<file path="config.mk">
export PLATFORM = sky130hd
export DESIGN_NAME = mips_multicycle_controller
export DESIGN_NICKNAME = d
export VERILOG_FILES = /design/src/rtl/mips_pkg.sv /design/src/rtl/alu_decoder.sv /design/src/rtl/mips_multicycle_controller.sv
export SDC_FILE = /design/constraint.sdc
export NUM_CORES = 1
export LEC_CHECK = 0
export CORE_AREA = 2 2 47 49
export DETAILED_ROUTE_END_ITERATION = 6
export DIE_AREA = 0 0 49 51
export GPL_TIMING_DRIVEN = 0
export MAX_ROUTING_LAYER = met4
export PLACE_DENSITY = 0.79
export SLEW_MARGIN = 30
export SYNTH_ARGS = -nofsm -noshare
export SYNTH_HDL_FRONTEND = slang
export SYNTH_SLANG_ARGS = --single-unit
</file>
<file path="constraint.sdc">
create_clock -name clk -period 2 [get_ports clk]
set_input_delay 0.4 -clock clk [delete_from_list [all_inputs] [get_ports clk]]
set_output_delay 0.4 -clock clk [all_outputs]
set_load 0.05 [all_outputs]
</file>
<file path="src/rtl/mips_pkg.sv">
// Shared ISA constants for the multicycle MIPS: opcodes, funct codes,
// ALU function codes and the controller state encoding.
package mips_pkg;

  localparam logic [5:0] OP_RTYPE = 6'b000000;
  localparam logic [5:0] OP_J     = 6'b000010;
  localparam logic [5:0] OP_BEQ   = 6'b000100;
  localparam logic [5:0] OP_ADDI  = 6'b001000;
  localparam logic [5:0] OP_LW    = 6'b100011;
  localparam logic [5:0] OP_SW    = 6'b101011;

  localparam logic [5:0] FN_ADD = 6'b100000;
  localparam logic [5:0] FN_SUB = 6'b100010;
  localparam logic [5:0] FN_AND = 6'b100100;
  localparam logic [5:0] FN_OR  = 6'b100101;
  localparam logic [5:0] FN_SLT = 6'b101010;

  localparam logic [2:0] ALU_AND = 3'b000;
  localparam logic [2:0] ALU_OR  = 3'b001;
  localparam logic [2:0] ALU_ADD = 3'b010;
  localparam logic [2:0] ALU_SUB = 3'b110;
  localparam logic [2:0] ALU_SLT = 3'b111;

  localparam logic [1:0] ALUOP_ADD   = 2'b00;
  localparam logic [1:0] ALUOP_SUB   = 2'b01;
  localparam logic [1:0] ALUOP_FUNCT = 2'b10;

  typedef enum logic [3:0] {
    S_FETCH,
    S_DECODE,
    S_MEMADR,
    S_MEMRD,
    S_MEMWB,
    S_MEMWR,
    S_RTYPEEX,
    S_RTYPEWB,
    S_BEQEX,
    S_ADDIEX,
    S_ADDIWB,
    S_JEX
  } state_t;

  function automatic logic funct_known(input logic [5:0] f);
    return (f == FN_ADD) || (f == FN_SUB) || (f == FN_AND) ||
           (f == FN_OR)  || (f == FN_SLT);
  endfunction

endpackage

</file>
<file path="src/rtl/alu_decoder.sv">
// Combinational ALU function decoder: fixed add/subtract, or derived from funct
// for R-type; unknown funct codes fall back to add.
module alu_decoder
  import mips_pkg::*;
(
  input  logic [1:0] aluop,
  input  logic [5:0] funct,
  output logic [2:0] alucontrol
);

  always_comb begin
    alucontrol = ALU_ADD;
    case (aluop)
      ALUOP_ADD: alucontrol = ALU_ADD;
      ALUOP_SUB: alucontrol = ALU_SUB;
      ALUOP_FUNCT: begin
        case (funct)
          FN_ADD:  alucontrol = ALU_ADD;
          FN_SUB:  alucontrol = ALU_SUB;
          FN_AND:  alucontrol = ALU_AND;
          FN_OR:   alucontrol = ALU_OR;
          FN_SLT:  alucontrol = ALU_SLT;
          default: alucontrol = ALU_ADD;
        endcase
      end
      default: alucontrol = ALU_ADD;
    endcase
  end

endmodule

</file>
<file path="src/rtl/mips_multicycle_controller.sv">
// Multicycle MIPS control unit: Moore main FSM, ALU decode, PC enable logic,
// and reset gating that silences every output while reset is high.
module mips_multicycle_controller
  import mips_pkg::*;
(
  input  logic       clk,
  input  logic       reset,
  input  logic [5:0] op,
  input  logic [5:0] funct,
  input  logic       zero,
  output logic [2:0] alucontrol,
  output logic       alusrca,
  output logic [1:0] alusrcb,
  output logic [1:0] pcsrc,
  output logic       pcen,
  output logic       iord,
  output logic       irwrite,
  output logic       memwrite,
  output logic       regwrite,
  output logic       regdst,
  output logic       memtoreg,
  output logic       illegal
);

  state_t     state, next;
  logic [1:0] aluop;
  logic [2:0] dec_alucontrol;
  logic       alu_used, pcwrite, branch;
  logic       fsm_alusrca, fsm_iord, fsm_irwrite, fsm_memwrite;
  logic       fsm_regwrite, fsm_regdst, fsm_memtoreg, fsm_illegal;
  logic [1:0] fsm_alusrcb, fsm_pcsrc;

  alu_decoder u_alu_decoder (
    .aluop      (aluop),
    .funct      (funct),
    .alucontrol (dec_alucontrol)
  );

  always_ff @(posedge clk) begin
    if (reset) state <= S_FETCH;
    else       state <= next;
  end

  always_comb begin
    next         = S_FETCH;
    aluop        = ALUOP_ADD;
    alu_used     = 1'b0;
    pcwrite      = 1'b0;
    branch       = 1'b0;
    fsm_alusrca  = 1'b0;
    fsm_alusrcb  = 2'b00;
    fsm_pcsrc    = 2'b00;
    fsm_iord     = 1'b0;
    fsm_irwrite  = 1'b0;
    fsm_memwrite = 1'b0;
    fsm_regwrite = 1'b0;
    fsm_regdst   = 1'b0;
    fsm_memtoreg = 1'b0;
    fsm_illegal  = 1'b0;
    case (state)
      S_FETCH: begin
        alu_used    = 1'b1;
        fsm_alusrcb = 2'b01;
        fsm_irwrite = 1'b1;
        pcwrite     = 1'b1;
        next        = S_DECODE;
      end
      S_DECODE: begin
        alu_used    = 1'b1;
        fsm_alusrcb = 2'b11;
        case (op)
          OP_LW, OP_SW: next = S_MEMADR;
          OP_RTYPE:     next = S_RTYPEEX;
          OP_BEQ:       next = S_BEQEX;
          OP_ADDI:      next = S_ADDIEX;
          OP_J:         next = S_JEX;
          default: begin
            fsm_illegal = 1'b1;
            next        = S_FETCH;
          end
        endcase
      end
      S_MEMADR: begin
        alu_used    = 1'b1;
        fsm_alusrca = 1'b1;
        fsm_alusrcb = 2'b10;
        next        = (op == OP_SW) ? S_MEMWR : S_MEMRD;
      end
      S_MEMRD: begin
        fsm_iord = 1'b1;
        next     = S_MEMWB;
      end
      S_MEMWB: begin
        fsm_memtoreg = 1'b1;
        fsm_regwrite = 1'b1;
      end
      S_MEMWR: begin
        fsm_iord     = 1'b1;
        fsm_memwrite = 1'b1;
      end
      S_RTYPEEX: begin
        alu_used    = 1'b1;
        aluop       = ALUOP_FUNCT;
        fsm_alusrca = 1'b1;
        fsm_illegal = !funct_known(funct);
        next        = S_RTYPEWB;
      end
      S_RTYPEWB: begin
        fsm_regdst   = 1'b1;
        fsm_regwrite = 1'b1;
      end
      S_BEQEX: begin
        alu_used    = 1'b1;
        aluop       = ALUOP_SUB;
        fsm_alusrca = 1'b1;
        fsm_pcsrc   = 2'b01;
        branch      = 1'b1;
      end
      S_ADDIEX: begin
        alu_used    = 1'b1;
        fsm_alusrca = 1'b1;
        fsm_alusrcb = 2'b10;
        next        = S_ADDIWB;
      end
      S_ADDIWB: begin
        fsm_regwrite = 1'b1;
      end
      S_JEX: begin
        fsm_pcsrc = 2'b10;
        pcwrite   = 1'b1;
      end
      default: next = S_FETCH;
    endcase
  end

  // Reset overrides the state-derived outputs so no write can leak out while
  // the FSM is being forced back to FETCH.
  always_comb begin
    alucontrol = 3'b000;
    alusrca    = 1'b0;
    alusrcb    = 2'b00;
    pcsrc      = 2'b00;
    pcen       = 1'b0;
    iord       = 1'b0;
    irwrite    = 1'b0;
    memwrite   = 1'b0;
    regwrite   = 1'b0;
    regdst     = 1'b0;
    memtoreg   = 1'b0;
    illegal    = 1'b0;
    if (!reset) begin
      alucontrol = alu_used ? dec_alucontrol : 3'b000;
      alusrca    = fsm_alusrca;
      alusrcb    = fsm_alusrcb;
      pcsrc      = fsm_pcsrc;
      pcen       = pcwrite | (branch & zero);
      iord       = fsm_iord;
      irwrite    = fsm_irwrite;
      memwrite   = fsm_memwrite;
      regwrite   = fsm_regwrite;
      regdst     = fsm_regdst;
      memtoreg   = fsm_memtoreg;
      illegal    = fsm_illegal;
    end
  end

endmodule
</file>
== Word level (Yosys, flattened, before mapping) ==
Cells that the tools add are included.

* Flip-flop bits (word level): 4
* Output and inout bits: 16
* Input bits: 15

* Eq/ne operators: 23
* Bitwise gates (word level): 2
* Reductions and logical operators: 15
* Muxes and demuxes: 33

{| class="wikitable"
|+ Operators by type and width
! kind !! count
|-
| $eq 6x6->1 const B || 7
|-
| $pmux 4 s6 || 1
|-
| $mux 1 || 20
|-
| $pmux 4 s5 || 1
|-
| $eq 4x3->1 const B || 4
|-
| $eq 4x4->1 const B || 4
|-
| $pmux 3 s4 || 1
|-
| $reduce_or 6->1 || 2
|-
| $mux 3 || 3
|-
| $eq 4x2->1 const B || 2
|-
| $pmux 2 s2 || 2
|-
| $reduce_or 2->1 || 4
|-
| $eq 6x2->1 const B || 1
|-
| $eq 6x3->1 const B || 1
|-
| $eq 6x4->1 const B || 1
|-
| $logic_not 6->1 || 1
|-
| $pmux 2 s3 || 1
|-
| $pmux 3 s2 || 1
|-
| $eq 4x1->1 const B || 1
|-
| $logic_not 4->1 || 1
|-
| $logic_or 1x1->1 || 4
|-
| $mux 2 || 2
|-
| $reduce_or 4->1 || 1
|-
| $reduce_or 3->1 || 1
|-
| 6 further kinds || 6
|}

== Depth between registers and ports, before layout ==
Gate-level depths: netlist of the first run.

* Depth after elaboration: 8
* Gate-level depth with buffers: 7

== Hierarchy ==
From an unflattened synthesis of the first run, not the netlist that was laid out.

* Cell total of the unflattened synthesis: 91
* Area, all modules: 664.4 µm²

{| class="wikitable"
|+ Modules (own cells, without submodules)
! module !! area an instance (µm²) !! sequential area each (µm²) !! times used !! cells an instance
|-
| mips_multicycle_controller || 545.5 || 80.1 || 1 || 76
|-
| alu_decoder || 118.9 || 0.0 || 1 || 15
|}

== Worst setup path after synthesis of the first run ==
No wires, ideal clock.

* Kind: reg-to-output
* Start point: register state[2]
* End point: output port alucontrol[2]
* Arrival time: 2.400 ns
* Path buffers: 1
* Stages on the path, launching flop included: 6
* Slack: -0.800 ns
* Cells stage by stage: dfxtp_1 > buf_2 > nand2b_1 > or3_1 > ha_1 > nor3_1

* Word-level cells in the longest chain between the ends: 6
* Elaborated cells on any way between the ends: 14
* Classes of those cells: eq/ne: 7; mux: 5; reduce/logical: 2

{| class="wikitable"
|+ Ends and longest elaborated chain
! item !! line !! RTL
|-
| from (decl) || mips_multicycle_controller.sv:25 || <nowiki>state_t state, next;</nowiki>
|-
| from (signal assigned) || mips_multicycle_controller.sv:41 || <nowiki>else state <= next;</nowiki>
|-
| $eq 4x4->1 / $eq 4x3->1 (equally long branches) || mips_multicycle_controller.sv:60 || <nowiki>case (state)</nowiki>
|-
| $pmux 2 s2 || mips_multicycle_controller.sv:60 ||
|-
| $eq 2x2->1 / $eq 2x1->1 (equally long branches) || alu_decoder.sv:13 || <nowiki>case (aluop)</nowiki>
|-
| $pmux 3 s2 || alu_decoder.sv:13 ||
|-
| $mux 3 (*) || mips_multicycle_controller.sv:152 || <nowiki>alucontrol = alu_used ? dec_alucontrol : 3'b000;</nowiki>
|-
| $mux 3 (*) || mips_multicycle_controller.sv:151 || <nowiki>if (!reset) begin</nowiki>
|-
| to (decl) || mips_multicycle_controller.sv:11 || <nowiki>output logic [2:0] alucontrol,</nowiki>
|}

Every way passes the cells marked *; elsewhere a longest branch is shown, timed or not.

== Worst setup path after layout of the first run ==
* Start point: register state[2]
* End point: output port alucontrol[0]

Same word-level chain as after synthesis.

==> results of run 1 <==
routing by layer:
layer  track usage (%)  up-vias  share of wire [%]
met5                 -        -                  0
met3              2.92        6                6.1
met2              37.4       36                 55
li1                  -      440                  -
met4              4.76        0               0.90
met1              19.5      412                 38
kinds of logic (layout without fill, tap and decap cells):
logic type / Yosys count / count (layout) / share of synthesized area (%)
DFF: 4 / 4 / 11.9
and+or+nand+nor: 53 / 53 / 46.2
xor gates and xnor gates: 2 / 2 / 2.60
muxes: 2 / 2 / 2.97
buffers and inverters: 10 / 48 / 6.12
adders and majority gates: 3 / 3 / 5.57
AOI/OAI and AO/OA: 23 / 23 / 24.7
per-stage QoR:
| stage | TNS [ps] | power [mW] | hold WS, ps |
|---|---|---|---|
| 2_1_floorplan | -646 | 0.191 | 587 |
| 3_3_place_gp | -10890 | 0.251 | 690 |
| 3_5_place_dp | -11270 | 0.254 | 689 |
| 4_1_cts | -881 | 0.364 | 596 |
| 5_1_grt | -957 | 0.385 | 625 |
| 6_report | -685 | 0.370 | 607 |
power breakdown:
group / internal [mW] / total (mW) / leakage (nW) / switching [mW]
Clock: 0.0673 / 0.103 / 0.0138 / 0.0361
Sequential: 0.0817 / 0.0863 / 0.0349 / 0.00463
Combinational: 0.0781 / 0.180 / 0.393 / 0.102
area by class of cell:
cell class              instances  share of cell area [%]
inverters                       3                   0.890
flip-flops and latches          4                    7.12
multi-input cells              83                    56.9
well taps                      28                    2.77
clock buffers                   3                    1.78
plain buffers                   6                    4.75
repair buffers                 36                    25.8
path summary, 6_finish.rpt:
check / endpoint / cells past startpoint / startpoint
min reg2reg: state[0] / 2 / state[2]
min: state[0] / 2 / state[2]
max reg2reg: state[1] / 4 / state[2]
max: alucontrol[0] / 5 / state[2]
tightest hold or removal path, stage by stage (launching register included):
cell and delay, ps:
dfxtp_4 350, nand2b_1 90, and3_1 140
repair_timing:
action | in CTS | in global routing
buffers inserted | 7 | 1
pin swaps | 6 | 8
gates resized for setup | 120 | 15
endpoints found under the setup margin | 16 | 11
layout by cell type, fill, tap and decap left out, drive strengths merged, types with 2 or more instances in the layout:
master         count
nand2b             9
inv                3
ha                 3
dfxtp              4
a21oi              4
clkdlybuf4s15      2
and3               2
or3                2
buf               23
a32oi              2
a211oi             3
nor3               8
nor2              11
nor4               4
nand3              4
clkdlybuf4s50      9
dlygate4sd2        4
o21ai              6
mux2i              2
nand2              7
clkbuf             6
==> impl_metrics.ini, run 1 <==
[grt]
grt_max_degree = 11
antenna_found_initial = 0
grt_pass1_wl_um = 3640
overflow = 0
grt_pass1_vias = 867
grt_usage_pct = 18.9

[floorplan]
die_y_um = 51
core_mm2 = 0.00206
die_w_um = 49
dieArea_mm2 = 0.00250
initial_core_util_pct = 32.7
ios = 31
fp-row-count = 17

[power]
pwr_density_cell_mw_per_mm2 = 292
leakage_nw = 0.442
ir_drop_mv = 0.314

[synth]
yosysTopAreaCell = dfxtp_1
synth_area_leaders = dfxtp_1 12%, nor2_1 6.1%, nor3_1 5.9%, ha_1 5.6%, nand2b_1 5.6%
syn-instance-count = 97
synth_common_cells = 11 x nor2_1, 8 x nor3_1, 7 x nand2_1
synth_nets = 115
yosysMostFrequentCell = nor2_1
synth_enable_flop_cells = 0
yosysTopAreaCellShare_pct = 11.9
syn_area_per_cell_um2 = 6.95
ys.flop_type = dfxtp_1
yosysWarnings = 0
ys_async_sr_fraction_pct = 0
synth_seq_area_share_pct = 11.9
synth_seq_cells = 4
synthDistinctLibCells = 41
synth_area_um2 = 674

[timing]
tightestPinTransition_ps = 349
worst_slack_ps = -192
max_freq_mhz = 456
finalMaxSlewViolations = 0
hold_violations = 0
layout_min_cycle_time_ps = 2190
setup_viol = 5
skew_ps = 5.53
period_share_pct = 110
maxSlewHeadroom_pct = 76.7
rsz0062_at_grt = yes

[cts]
root_buffer = clkbuf_4
insertion_delay_ps = 240
cts_tree = yes
h-tree-depth = 1
clk_pin_slew_ps = 40
cts_buffers = 3
ctsHoldBuffers = 0
clock_sinks = 4
clk_path_buf_depth = 2

[status]
violations = negative setup slack
status = finished, violations left

[drt]
drtAntennaViolNets = 0
drc = 0
wl_per_cell_um = 13.6
avgViaCountPerCell = 5.48
initialDrtViolationCount = 13
dr.pass1.iters = 4
vias = 894
wirelength_um = 2220

[placed_design]
hpwl_um = 1470
dpl_worst_slack_ps = -778
portBuffers = 29
post_dp_cell_area_mm2 = 0.00110
gp_congestion = 0.830
dp.cells = 154

[critical_path]
worstSetupPathType = flop to output port
slowest_stage = or3_4
critical_path_required_ps = 1600
crit_buf_inv = 1
critPathTopFamily = simple AND/OR/NAND/NOR gates
max_stage_delay_ps = 400
timing.critical_path.to_type = output port
cp-start-kind = flop
crit_path_cell_trace = nand2b_4 > or3_4 > ha_4 > nor4_4 > buf_6
cp.arrival_ps = 1790
rrSetupSlack_ps = 550
path_max_fanout = 4

[layout]
syn_to_final_growth_pct = 87.6
stdcell_count = 163
fin_nets = 155
seq_area_um2 = 90.1
multi_input_area_um2 = 719
diodes = 0
reg_top3 = state x4
largest_register = state
finalInstanceArea_mm2 = 0.00126
largest_reg_flops = 4
fin_util_pct = 61.3
drive_above_1_share_pct = 51.1
n_fill_cell = 174

[hold_path]
hp-class = flop to flop

[flow_run]
drv_cap = 0
(Power assumes the default switching activity.)
==> run 2, diff against run 1 <==
--- a/config.mk
+++ b/config.mk
@@ -5,12 +5,12 @@
 export SDC_FILE = /design/constraint.sdc
 export NUM_CORES = 1
 export LEC_CHECK = 0
-export CORE_AREA = 2 2 47 49
+export CORE_AREA = 2 2 46 48
 export DETAILED_ROUTE_END_ITERATION = 6
-export DIE_AREA = 0 0 49 51
+export DIE_AREA = 0 0 48 50
 export GPL_TIMING_DRIVEN = 0
 export MAX_ROUTING_LAYER = met4
-export PLACE_DENSITY = 0.79
+export PLACE_DENSITY = 0.72
 export SLEW_MARGIN = 30
 export SYNTH_ARGS = -nofsm -noshare
 export SYNTH_HDL_FRONTEND = slang
==> run 2 against run 1 <==
Net effect: hold slack worse by 19 ps; power up 3.5%; clock-buffer cell count unchanged; highest routed layer unchanged; the flow still finishes with violations (negative setup slack); non-clock buffer count up 4; design area up 5.6%.
==> impl_metrics.ini, run 2 (same netlist as run 1, synthesis figures left out) <==
[status]
status = finished, violations left
violations = negative setup slack

[timing]
rsz0062_at_grt = yes
hold_violations = 0
tightestPinTransition_ps = 325
worst_slack_ps = -281
period_share_pct = 114
max_freq_mhz = 438
finalMaxSlewViolations = 0
maxSlewHeadroom_pct = 78.3
skew_ps = 11.0
holdWs_ps = 588
setup_viol = 4
layout_min_cycle_time_ps = 2280

[drt]
dr.pass1.iters = 4
vias = 912
wirelength_um = 2420
avgViaCountPerCell = 5.49
drtAntennaViolNets = 0
drc = 0
wl_per_cell_um = 14.6
initialDrtViolationCount = 5

[layout]
reg_top3 = state x4
n_fill_cell = 162
layout_commonest_cell = buf_4
stdcell_count = 166
multi_input_area_um2 = 736
fin_nets = 159
largest_reg_flops = 4
fin_util_pct = 70.3
syn_to_final_growth_pct = 98.1
seq_area_um2 = 88.8
drive_above_1_share_pct = 51.8
largest_register = state
diodes = 0
final_cell_mix = 13 x buf_4, 8 x buf_6, 7 x nand2_1

[power]
pwr_density_cell_mw_per_mm2 = 286
power_switching_uw = 149
leakage_nw = 0.530
swShare_pct = 38.9
pwr-share-seq_pct = 22.5
ir_drop_mv = 0.295
combPwrFrac_pct = 50.2
cellInternalPower_uw = 234
power_frac_clock_pct = 27.2

[grt]
grt.busiest_layer = met2
use_met1_pct = 20.4
antenna_found_initial = 0
grt_usage_pct = 21.2
overflow = 0
grt_util_met2_pct = 39.3
grt_pass1_vias = 891
grt_pass1_wl_um = 3610
use_met3_pct = 6.59
grt_max_degree = 11

[floorplan]
ios = 31
dieArea_mm2 = 0.00240
die_y_um = 50
core_mm2 = 0.00190
initial_core_util_pct = 35.5
fp-row-count = 16
die_w_um = 48

[cts]
root_buffer = clkbuf_4
h-tree-depth = 1
cts_buffers = 3
clk_pin_slew_ps = 40
ctsHoldBuffers = 0
clk_path_buf_depth = 2
insertion_delay_ps = 240
clock_sinks = 4
cts_tree = yes

[placed_design]
dp.cells = 153
hpwl_um = 1670
portBuffers = 29
gp_congestion = 0.780

[hold_path]
hold_start = state[2]
min_path_cells = 2
hp-class = flop to flop
hold-path-endpoint = state[0]

[critical_path]
critical_path_required_ps = 1600
path_max_fanout = 5
r2r-start = state[1]
reg2regPathDepth = 5
worstSetupPathType = flop to output port
cp.arrival_ps = 1880
cp-start-kind = flop
timing.critical_path.to_type = output port
rrSetupSlack_ps = 490
worstReg2RegEnd = state[1]

[flow_run]
drv_cap = 0
## run 2: cell count changes in the layout (fill, tap and decap cells not counted), sizes merged
cell / change
dlymetal6s2s: +6
clkbuf: +1
clkdlybuf4s50: -3
clkdlybuf4s15: +1
dlygate4sd2: -3
buf: +2
## run 2: critical path: stages (launching register included)
cell and delay (ps):
dfxtp_4 360, buf_8 130, or3_4 410, ha_4 270
nor4_4 260, buf_6 200
## run 2: routing by layer
layer,part of all wire [%],wire [um]
met1,40,959
met2,55,1330
met3,4.8,115
met4,0.45,11
met5,0,0
## run 2: worst max-delay path by stage
stage	startpoint	to	slack, ps	depth (start not counted)
after CTS	state[2]	alucontrol[0]	-270	6
after global routing	state[0]	alucontrol[0]	-340	5
after detailed placement	reset	memtoreg	-830	4
final	state[0]	alucontrol[0]	-280	5
after global placement	reset	memtoreg	-760	4
after floorplan	state[1]	alucontrol[2]	-250	4
## run 2: metrics by stage
step / TNS (ps) / power (mW) / setup slack, ps / area, um2
after CTS: -995 / 0.372 / -268 / 1250
after global placement: -11050 / 0.252 / -759 / 1100
after detailed placement: -11660 / 0.255 / -828 / 1100
after global routing: -1010 / 0.400 / -338 / 1340
after floorplan: -646 / 0.191 / -254 / 776
final: -686 / 0.382 / -281 / 1340
## run 2: final cells by class
cell class                      instances  share of cell area, %
Tap cell                               27                   2.53
Multi-Input combinational cell         83                   55.1
Buffer                                  6                   4.68
Inverter                                3                   1.03
Clock buffer                            3                   1.69
Timing Repair Buffer                   40                   28.4
Sequential cell                         4                   6.65
## run 2: power groups by stage
stage / combinational, mW / clock, mW / sequential (mW)
global placement: 0.165 / 0 / 0.0877
floorplan: 0.104 / 0 / 0.0869
detailed placement: 0.167 / 0 / 0.0879
global route: 0.203 / 0.111 / 0.0865
finish: 0.192 / 0.104 / 0.0862
CTS: 0.176 / 0.108 / 0.0876
## run 2: what timing repair did
item / CTS / global route
pin swaps: 4 / 6
endpoints found under the setup margin: 16 / 11
setup buffers: 5 / 6
resized for setup: 110 / 27
